### src/rtl/riscv_config_pkg.sv
// Shared core configuration: XLEN/address widths, commit FSM state type
// and the default flush length used by the retire stage.
package riscv_config_pkg;

  localparam int XLEN       = 32;
  localparam int ADDR_WIDTH = 32;

  localparam int DEFAULT_COMMIT_FLUSH_CYCLES = 2;

  typedef enum logic [1:0] {
    RUN,
    TRAP_REQ,
    FLUSH
  } commit_state_e;

endpackage

### src/rtl/rob_commit_unit.sv
// Retire stage behind the ROB: registered RF write port, trap request to
// the CSR block, timed flush after trap ack, 64-bit retired count.
// Ports: clk_i/rst_ni; rob_* head-commit handshake in; rf_* write port;
// trap_valid/pc/cause out with trap_ack_i in; flush_o; instret_o.
// COMMIT_TRACE_EN adds trace_valid_o/trace_pc_o/trace_exc_o.
module rob_commit_unit
  import riscv_config_pkg::*;
#(
  parameter int DATA_WIDTH     = XLEN,
  parameter int PC_WIDTH       = ADDR_WIDTH,
  parameter int REG_ADDR_WIDTH = 5,
  parameter int FLUSH_CYCLES   = DEFAULT_COMMIT_FLUSH_CYCLES
) (
  input  logic                      clk_i,
  input  logic                      rst_ni,
  input  logic                      rob_valid_i,
  output logic                      rob_ready_o,
  input  logic [PC_WIDTH-1:0]       rob_pc_i,
  input  logic [REG_ADDR_WIDTH-1:0] rob_rd_addr_i,
  input  logic [DATA_WIDTH-1:0]     rob_result_i,
  input  logic                      rob_exc_valid_i,
  input  logic [31:0]               rob_exc_cause_i,
  output logic                      rf_we_o,
  output logic [REG_ADDR_WIDTH-1:0] rf_waddr_o,
  output logic [DATA_WIDTH-1:0]     rf_wdata_o,
  output logic                      trap_valid_o,
  output logic [PC_WIDTH-1:0]       trap_pc_o,
  output logic [31:0]               trap_cause_o,
  input  logic                      trap_ack_i,
  output logic                      flush_o,
`ifdef COMMIT_TRACE_EN
  output logic                      trace_valid_o,
  output logic [PC_WIDTH-1:0]       trace_pc_o,
  output logic                      trace_exc_o,
`endif
  output logic [63:0]               instret_o
);

  localparam int CW = $clog2(FLUSH_CYCLES + 1);

  commit_state_e state_q, state_d;
  logic [CW-1:0] cnt_q, cnt_d;
  logic          accept;

  assign accept = rob_valid_i && rob_ready_o;

  always_ff @(posedge clk_i or negedge rst_ni) begin
    if (!rst_ni) begin
      state_q <= RUN;
      cnt_q   <= '0;
    end else begin
      state_q <= state_d;
      cnt_q   <= cnt_d;
    end
  end

  always_comb begin
    state_d = state_q;
    cnt_d   = cnt_q;
    case (state_q)
      RUN: begin
        if (accept && rob_exc_valid_i)
          state_d = TRAP_REQ;
      end
      TRAP_REQ: begin
        if (trap_ack_i) begin
          state_d = FLUSH;
          cnt_d   = CW'(FLUSH_CYCLES - 1);
        end
      end
      FLUSH: begin
        if (cnt_q == '0)
          state_d = RUN;
        else
          cnt_d = cnt_q - 1'b1;
      end
      default: state_d = RUN;
    endcase
  end

  // Handshake and trap/flush strobes depend on state only.
  always_comb begin
    rob_ready_o  = (state_q == RUN);
    trap_valid_o = (state_q == TRAP_REQ);
    flush_o      = (state_q == FLUSH);
  end

  always_ff @(posedge clk_i or negedge rst_ni) begin
    if (!rst_ni) begin
      rf_we_o      <= 1'b0;
      rf_waddr_o   <= '0;
      rf_wdata_o   <= '0;
      trap_pc_o    <= '0;
      trap_cause_o <= '0;
      instret_o    <= '0;
    end else begin
      // x0 retires but never reaches the RF
      rf_we_o <= accept && !rob_exc_valid_i
                 && (rob_rd_addr_i != '0);
      if (accept && !rob_exc_valid_i) begin
        rf_waddr_o <= rob_rd_addr_i;
        rf_wdata_o <= rob_result_i;
        instret_o  <= instret_o + 64'd1;
      end
      if (accept && rob_exc_valid_i) begin
        trap_pc_o    <= rob_pc_i;
        trap_cause_o <= rob_exc_cause_i;
      end
    end
  end

`ifdef COMMIT_TRACE_EN
  always_ff @(posedge clk_i or negedge rst_ni) begin
    if (!rst_ni) begin
      trace_valid_o <= 1'b0;
      trace_pc_o    <= '0;
      trace_exc_o   <= 1'b0;
    end else begin
      trace_valid_o <= accept;
      trace_exc_o   <= accept && rob_exc_valid_i;
      if (accept)
        trace_pc_o <= rob_pc_i;
    end
  end
`endif

endmodule
### config.mk
export PLATFORM = sky130hd
export DESIGN_NAME = rob_commit_unit
export DESIGN_NICKNAME = d
export VERILOG_FILES = /design/src/rtl/riscv_config_pkg.sv /design/src/rtl/rob_commit_unit.sv
export SDC_FILE = /design/constraint.sdc
export NUM_CORES = 1
export LEC_CHECK = 0
export ABC_AREA = 0
export CAP_MARGIN = 20
export CORE_ASPECT_RATIO = 1.75
export CORE_MARGIN = 2
export CORE_UTILIZATION = 44
export DETAILED_ROUTE_END_ITERATION = 6
export PLACE_DENSITY = 0.8
export SYNTH_ARGS = -nofsm -noshare
export SYNTH_HDL_FRONTEND = slang
export SYNTH_SLANG_ARGS = --single-unit
### constraint.sdc
create_clock -name clk_i -period 3.2 [get_ports clk_i]
set_clock_uncertainty 0.1 [all_clocks]
set_input_delay 0.32 -clock clk_i [delete_from_list [all_inputs] [get_ports clk_i]]
set_output_delay 0.32 -clock clk_i [all_outputs]
set_load 0.05 [all_outputs]
Yosys cells after proc, flatten, opt, wreduce, memory -nomap -nowiden:

Index checks and enable logic that the tools add are counted.

* flip-flop bits (word level): 170
* input port bits: 106
* bits in latches: 0
* word-level logic and storage cells: 34
* output and inout port bits: 169
* memories: 0
* bits in read-only memories: 0
* bits in writable memories: 0

* multipliers: 0
* shifts and indexed selects: 0
* divide/modulo/power cells: 0
* bitwise logic cells: 0
* muxes and demuxes: 7
* add/sub/neg operators: 2
* reduce and logical (&&, ||, !) cells: 11
* equal/unequal tests: 6
* order comparisons: 0

Operators with widths (count)
* $add A64 B1 Y64 const B: 1
* $mux W2: 5
* $ne A2 B1 Y1 const B: 3
* $pmux W2 S3: 1
* $reduce_and A3 Y1: 2
* $reduce_bool A5 Y1: 1
* $logic_and A1 B1 Y1: 4
* $logic_not A2 Y1: 2
* $pmux W2 S2: 1
* $eq A2 B1 Y1 const B: 1
* $eq A2 B2 Y1 const B: 1
* $ne A2 B2 Y1 const B: 1
* $reduce_bool A2 Y1: 1
* $sub A2 B1 Y2 const B: 1
* $logic_not A1 Y1: 1

Depth between registers and ports, before layout:

Gate-level depths: netlist (run 1).

* depth after elaboration: 5
* gate-level depth with buffers: 7
* depth with buffers taken out: 7

Least setup slack after synthesis (run 1):

No wires, ideal clock.

* kind: reg2reg
* start point: register state_q[0]
* end point: register trap_cause_o[13]
* required time: 2.975 ns
* arrival time: 2.398 ns
* path buffers: 2
* setup time: 0.125 ns
* clock period less this slack: 2.623 ns
* slack: 0.577 ns
* cell stages (with the launch flop): 6
* cells stage by stage: dfrtp_1 -> nor2_1 -> and3_1 -> clkbuf_1 -> clkbuf_1 -> mux2_2

* longest elaborated chain between the ends: 3

RTL lines
* start: declaration: line rob_commit_unit.sv:41 `commit_state_e state_q, state_d;`
* start signal: assignment: line rob_commit_unit.sv:52 `state_q <= state_d;`
* $logic_not A2 Y1: line rob_commit_unit.sv:83 `rob_ready_o = (state_q == RUN);`
* net rob_ready_o: line rob_commit_unit.sv:17 `output logic rob_ready_o,`
* $logic_and A1 B1 Y1: line rob_commit_unit.sv:45 `assign accept = rob_valid_i && rob_ready_o;`
* $logic_and A1 B1 Y1: line rob_commit_unit.sv:105 `if (accept && rob_exc_valid_i) begin`
* end signal: assignment: line rob_commit_unit.sv:107 `trap_cause_o <= rob_exc_cause_i;`
* end: declaration: line rob_commit_unit.sv:28 `output logic [31:0] trap_cause_o,`

The timed path passes the listed nets, and every way through them passes these cells.
A chain may end at the register's enable or synchronous reset.

Worst setup path in the final report (run 1):

* start point: register state_q[0]
* end point: register instret_o[25]

* longest elaborated chain between the ends: 3

RTL lines
* $logic_not A2 Y1: line rob_commit_unit.sv:83
* $logic_and A1 B1 Y1: line rob_commit_unit.sv:45
* $logic_and A1 B1 Y1: line rob_commit_unit.sv:100 `if (accept && !rob_exc_valid_i) begin`
* end signal: assignment: line rob_commit_unit.sv:103 `instret_o <= instret_o + 64'd1;`
* end: declaration: line rob_commit_unit.sv:36 `output logic [63:0] instret_o`

Every way passes these cells.

==> results of run 1 <==
[power breakdown]
part	total (W)	internal, W	leakage [nW]	switching [W]
logic	0.00519	0.00178	2.31	0.00341
clock network	0.00211	0.00120	0.289	0.000913
registers	0.00328	0.00285	2.13	0.000432
total	0.0106	0.00582	4.73	0.00476
[cell usage in the layout, fill, tap and decap left out, drive strengths merged, types with 7 or more instances in the layout]
master,instances
nand3,22
clkbuf,19
nand2,147
and4,9
nor4,22
clkdlybuf4s50,273
and3,7
xnor2,32
nand4,24
mux2,64
buf,9
xor2,31
dfrtp,170
nor2,19
nor3,13
inv,20
[timing repair]
action | in CTS | in global routing
buffers inserted | 0 | 0
hold buffers | 1 | 0
endpoints found under the hold margin | 83 | 0
[final timing paths]
path,startpoint,endpoint,slack (ns),cells past startpoint
max,state_q[0]$_DFFE_PN0P_,instret_o[25]$_DFFE_PN0P_,0.44,5
max in group asynchronous,rst_ni,rf_wdata_o[30]$_DFFE_PN0P_,1.67,3
min in group asynchronous,rst_ni,instret_o[13]$_DFFE_PN0P_,0.44,2
min reg2reg,instret_o[63]$_DFFE_PN0P_,instret_o[63]$_DFFE_PN0P_,0.37,1
max reg2reg,state_q[0]$_DFFE_PN0P_,instret_o[25]$_DFFE_PN0P_,0.44,5
min,rob_result_i[7],rf_wdata_o[7]$_DFFE_PN0P_,0.31,3
[per-stage QoR]
stage | total power [W] | hold WS (ns) | std cells
4_1_cts | 0.0107 | 0.301 | 1102
3_5_place_dp | 0.00852 | 0.342 | 1069
2_1_floorplan | 0.00656 | -0.0756 | 615
3_3_place_gp | 0.00844 | 0.338 | 1069
6_report | 0.0106 | 0.312 | 1103
5_1_grt | 0.0110 | 0.316 | 1102
[worst max-delay path, cell delays in order (launching register included)]
cell,delay [ns]
dfrtp_1,0.46
or4b_2,0.79
or4_1,0.70
nor4_4,0.32
nand3_1,0.14
xnor2_1,0.14
[cell type report]
| type | instances | share of cell area [%] |
|---|---|---|
| multi-input combinational | 414 | 25.6 |
| sequential | 170 | 39.6 |
| tap | 189 | 2.20 |
| timing repair buffer | 283 | 26.4 |
| inverter | 14 | 0.490 |
| antenna | 1 | 0.0233 |
| clock inverter | 13 | 1.48 |
| clock buffer | 19 | 4.13 |
[metal layers]
metal | GRT usage, % | vias up | wire length (um)
li1 | - | 2666 | -
met1 | 25.3 | 2808 | 7300
met2 | 44.2 | 254 | 11000
met3 | 7.84 | 43 | 1660
met4 | 10.5 | 0 | 638
met5 | 0 | - | 0
[flip-flops by register name, summed over array words and instances (netlist names)]
| name | cells |
|---|---|
| instret_o | 64 |
| rf_we_o | 1 |
| state_q | 2 |
| trap_pc_o | 32 |
| rf_wdata_o | 32 |
| rf_waddr_o | 5 |
| trap_cause_o | 32 |
| cnt_q | 2 |
[kinds of logic after synthesis]
family | Yosys count
buf+inv | 31
mux | 65
simple gates | 280
fa+ha+maj | 2
compound gates | 4
flops | 170
xor+xnor | 63
==> metrics.md, run 1 <==
| Metric | Value |
|---|---|
| Placed cell area | `0.0101 mm2` |
| Worst-path clk slew | `0.07 ns` |
| Largest net degree at the start of global routing | `87` |
| Unrepaired setup endpoints after global routing | `false` |
| Predominant post-synthesis flop cell | `dfrtp_1` |
| Synth top area share | `59.8%` |
| Status | `complete, no violations` |
| Setup_tns | `0 ns` |
| Synth Area in Simple Gates | `19.8%` |
| Vias per cell | `5.23` |
| Slew HR | `47.4%` |
| Synth Area in Compound Gates | `0.317%` |
| Post-synth top area cell | `dfrtp_1` |
| FF+latch area | `0.00425 mm2` |
| Area grow syn2layout | `51.0%` |
| IO buf count | `274` |
| Critical path capture point type | `flip-flop` |
| Crit Path Category | `flip-flop to flip-flop` |
| Synth unique cells | `36` |
| Adder-cell share of the synthesized area | `0.352%` |
| Die H | `172 um` |
| DR iter-0 viols | `256` |
| Mapped Area | `0.00711 mm2` |
| Count leader, synth | `dfrtp_1` |
| Crit path max fanout | `6` |
| Final wirelength | `20.6 mm` |
| Critical Path Source Type | `flip-flop` |
| Fraction of synthesized area in multiplexers | `10.3%` |
| Die area | `0.0172 mm2` |
| CTS tree | `built` |
| Initial Utilization | `44.8%` |
| Top cells by area, synth | `dfrtp_1, mux2_2, nand2_1` |
| Chip width | `100 um` |
| Vias in the first global route | `6074` |
| CP required | `3.41 ns` |
| Core ar. | `0.0159 mm2` |
| CTS Sinks | `170` |
| All-Layer GR Usage | `24.3%` |
| Min Tclk post-route | `2.76 ns` |
| XOR/XNOR Fraction of Synth Area | `7.76%` |
| Max-Cap Viols | `0` |
| CTS buffer count | `17` |
| Final GP Congestion | `0.881` |
| Final core utilization | `67.6%` |
| Io pins | `275` |
| Post-route cell area | `0.0107 mm2` |
| Final period util | `86.2%` |
| Worst VDD drop | `0.000823 V` |
| Worst skew pair latency | `0.42 ns` |
| Gr ovfl total | `0` |
| Largest family of logic cells by synthesized area | `simple AND/OR/NAND/NOR gates` |
| Final setup vio count | `0` |
| Root buf cell | `clkbuf_16` |
| Detail Route Antenna Nets | `0` |
| HP Class | `primary input to flip-flop` |
| Post-Syn Area per Cell | `11.6 um2` |
| FF+latch count, synth | `170` |
| Post-route worst setup slack | `0.441 ns` |
| Dpl ws | `0.191 ns` |
| Sequential area share after synthesis | `59.8%` |
| Drt pass-1 iters | `5` |
| Worst Tran Pin Value | `0.778 ns` |
| Share of post-route cells with drive strength above 1 | `12.5%` |
| NumNets Final | `1008` |
| Cells after Synth | `615` |
| Post-DP HPWL | `15.4 mm` |
| Initial antenna violation count | `0` |
| Fmax | `362 MHz` |
| Async SR Flop Fraction | `100%` |
| Drt wl/cell | `18.7 um` |
| First-pass GRT wire length | `31.8 mm` |
| Fill count | `1214` |
| Vias | `5771` |
| Multi-input gate area | `0.00275 mm2` |
| Leak | `4.73 nW` |
| Critical path arrival | `2.97 ns` |
| Post-synth net total | `723` |
| Slew Limit Fails | `0` |
| Top post-synthesis cells by count | `dfrtp_1, nand2_1, mux2_2` |
| # resized after CTS | `0` |
| Std cell rows | `61` |
| Post-synth EDFFs | `0` |
| Hold Vio Cnt, Final | `0` |
| YS warnings | `0` |
| PD cells | `986 mW/mm2` |
| Htree depth | `4` |
| DRC Markers | `0` |
| Clock Tree Buf Depth | `2` |
No activity file was read; power rests on OpenSTA's default activity.
==> inputs of run 2 (changes only) <==
--- a/config.mk
+++ b/config.mk
@@ -8,7 +8,7 @@
 export ABC_AREA = 0
 export CAP_MARGIN = 20
 export CORE_ASPECT_RATIO = 1.75
-export CORE_MARGIN = 2
+export CORE_MARGIN = 5
 export CORE_UTILIZATION = 44
 export DETAILED_ROUTE_END_ITERATION = 6
 export PLACE_DENSITY = 0.8
==> run 2 against run 1 <==
  * First-iteration DRC count decreased by 22%
  * Fmax is 1.6% higher
  * Global-route usage is 0.74 points lower
  * Cell area down 0.35%
  * Register-to-register slack gained 0.04 ns
  * Core utilization is 0.24 points lower
  * Clock power decreased by 5%
  * Critical path type unchanged
==> metrics.md, run 2 (synthesis results as in run 1) <==
| Metric | Value |
|---|---|
| Unrepaired setup endpoints after global routing | `false (unchanged)` |
| Largest net degree at the start of global routing | `67 (was 87)` |
| Chip width | `106 um (was 100 um)` |
| Final period util | `84.9% (was 86.2%)` |
| Die area | `0.0189 mm2 (was 0.0172 mm2)` |
| CTS tree | `built (unchanged)` |
| Critical Path End | `instret_o[25]$_DFFE_PN0P_ (unchanged)` |
| Worst VDD drop | `0.000819 V (was 0.000823 V)` |
| Initial antenna violation count | `0 (unchanged)` |
| IO buf count | `274 (unchanged)` |
| Worst Tran Pin Value | `0.721 ns (was 0.778 ns)` |
| Final wirelength | `21.6 mm (was 20.6 mm)` |
| Initial Utilization | `44.8% (unchanged)` |
| Largest Register | `instret_o (unchanged)` |
| Worst skew pair latency | `0.42 ns (about the same)` |
| Hold Vio Cnt, Final | `0 (unchanged)` |
| NumNets Final | `1008 (unchanged)` |
| Max-Cap Viols | `0 (unchanged)` |
| Most common cell after layout, fill and taps aside | `clkdlybuf4s50_1 (unchanged)` |
| Crit path launch | `state_q[0]$_DFFE_PN0P_ (unchanged)` |
| PD cells | `982 mW/mm2 (was 986 mW/mm2)` |
| Io pins | `275 (unchanged)` |
| HP Class | `primary input to flip-flop (unchanged)` |
| Placed cell area | `0.0101 mm2 (unchanged)` |
| First-pass GRT wire length | `34.1 mm (was 31.8 mm)` |
| DRC Markers | `0 (unchanged)` |
| Post-DP HPWL | `16.6 mm (was 15.4 mm)` |
| Drt wl/cell | `19.6 um (was 18.7 um)` |
| Sequential Power Share | `31.3% (was 31.0%)` |
| Comb power frac | `49.6% (was 49.0%)` |
| Slew Limit Fails | `0 (unchanged)` |
| N_diodes | `0 (was 1)` |
| Slew HR | `51.2% (was 47.4%)` |
| Post-route worst setup slack | `0.483 ns (was 0.441 ns)` |
| RR Endpoint | `instret_o[25]$_DFFE_PN0P_ (unchanged)` |
| Gr ovfl total | `0 (unchanged)` |
| Htree depth | `4 (unchanged)` |
| Post-route cell area | `0.0107 mm2 (about the same)` |
| Leak | `4.72 nW (was 4.73 nW)` |
| Switch Pwr | `0.00479 W (was 0.00476 W)` |
| Crit-path cells | `or4b_2 > or4_1 > nor4_4 > nand3_1 > xnor2_1 (unchanged)` |
| Status | `complete, no violations (unchanged)` |
| Die H | `178 um (was 172 um)` |
| Core ar. | `0.0159 mm2 (unchanged)` |
| DR iter-0 viols | `200 (was 256)` |
| Std cell rows | `61 (unchanged)` |
| Vias in the first global route | `6308 (was 6074)` |
| Clock Power Share | `19.1% (was 19.9%)` |
| Critical Path Source Type | `flip-flop (unchanged)` |
| Final core utilization | `67.4% (was 67.6%)` |
| Clock Tree Buf Depth | `2 (unchanged)` |
| Setup_tns | `0 ns (unchanged)` |
| CTS Sinks | `170 (unchanged)` |
| CP required | `3.39 ns (was 3.41 ns)` |
| CTS buffer count | `17 (unchanged)` |
| All-Layer GR Usage | `23.5% (was 24.3%)` |
| FF+latch area | `0.00425 mm2 (unchanged)` |
| Cell count of the worst reg-to-reg path | `5 (unchanged)` |
| Critical path arrival | `2.91 ns (was 2.97 ns)` |
| Max FFs per register | `64 (unchanged)` |
| Detail Route Antenna Nets | `0 (unchanged)` |
| Worst-path clk slew | `0.07 ns (about the same)` |
| Area grow syn2layout | `50.4% (was 51.0%)` |
| Pwr Total | `0.0105 W (was 0.0106 W)` |
| CP max stage cell | `or4b_2 (unchanged)` |
| Crit Path Category | `flip-flop to flip-flop (unchanged)` |
| Fmax | `368 MHz (was 362 MHz)` |
| Drt pass-1 iters | `4 (was 5)` |
| Share of post-route cells with drive strength above 1 | `12.4% (was 12.5%)` |
| Worst R2R Start | `state_q[0]$_DFFE_PN0P_ (unchanged)` |
| Vias per cell | `5.30 (was 5.23)` |
| Critical path capture point type | `flip-flop (unchanged)` |
| Final setup vio count | `0 (unchanged)` |
| R2R Setup Slk | `0.48 ns (was 0.44 ns)` |
| Internal | `0.00572 W (was 0.00582 W)` |
| Most frequent cells in the layout | `clkdlybuf4s50_1, dfrtp_1, nand2_1, mux2_2, xnor2_1 (unchanged)` |
| Largest stage delay, worst path | `0.78 ns (was 0.79 ns)` |
| Switching Fraction | `45.5% (was 45.0%)` |
| Vias | `5844 (was 5771)` |
| Crit path max fanout | `6 (unchanged)` |
| Multi-input gate area | `0.00275 mm2 (unchanged)` |
| Min Tclk post-route | `2.72 ns (was 2.76 ns)` |
| Root buf cell | `clkbuf_16 (unchanged)` |
| Fill count | `1203 (was 1214)` |
| Dpl ws | `0.170 ns (was 0.191 ns)` |
| Final GP Congestion | `0.907 (was 0.881)` |
[run 2: power by group through the flow]
| stage | registers [W] | clock network (W) | logic, W |
|---|---|---|---|
| finish | 0.00329 | 0.00201 | 0.00521 |
| global route | 0.00339 | 0.00214 | 0.00543 |
| CTS | 0.00330 | 0.00205 | 0.00526 |
| detailed placement | 0.00333 | 0 | 0.00523 |
| global placement | 0.00329 | 0 | 0.00520 |
| floorplan | 0.00568 | 0 | 0.000887 |
[run 2: final cells by class]
class	count	area share [%]
clock inverters	13	1.25
flip-flops and latches	170	39.8
multi-input cells	414	25.7
clock buffers	19	4.05
repair buffers	283	26.5
well taps	189	2.21
inverters	14	0.491
[run 2: metrics by stage]
stage                     std cells  hold slack [ns]
after detailed placement       1069            0.245
final                          1102            0.326
after global placement         1069            0.251
after global routing           1102            0.331
after CTS                      1102            0.304
after floorplan                 615          -0.0756
[run 2: how the worst min path moves through the flow]
stage | start | endpoint | slack (ns) | depth (start not counted)
global placement | rst_ni | instret_o[21]$_DFFE_PN0P_ | 0.25 | 1
finish | rob_result_i[13] | rf_wdata_o[13]$_DFFE_PN0P_ | 0.33 | 3
CTS | rob_result_i[25] | rf_wdata_o[25]$_DFFE_PN0P_ | 0.30 | 3
detailed placement | rst_ni | instret_o[17]$_DFFE_PN0P_ | 0.25 | 1
global route | rob_result_i[30] | rf_wdata_o[30]$_DFFE_PN0P_ | 0.33 | 3
floorplan | rst_ni | cnt_q[0]$_DFFE_PN0P_ | -0.08 | 0
[run 2: what timing repair did]
item,4_1_cts,5_1_grt
setup endpoints to repair,0,0
hold buffers,1,0
gates resized for setup,0,0
hold endpoints to repair,61,0
setup buffers,0,0
[run 2: metal layers]
layer,track usage (%),routed length [um],vias up
met2,42.8,11600,250
met1,24.2,7460,2890
li1,-,-,2664
met3,8.33,1840,40
met4,10.1,694,0
met5,0,0,-
[run 2: critical path: cells and delay by family (launching register included)]
| kind | cells | cell delay, ns |
|---|---|---|
| DFF | 1 | 0.44 |
| and+or+nand+nor | 4 | 1.90 |
| xor gates and xnor gates | 1 | 0.15 |
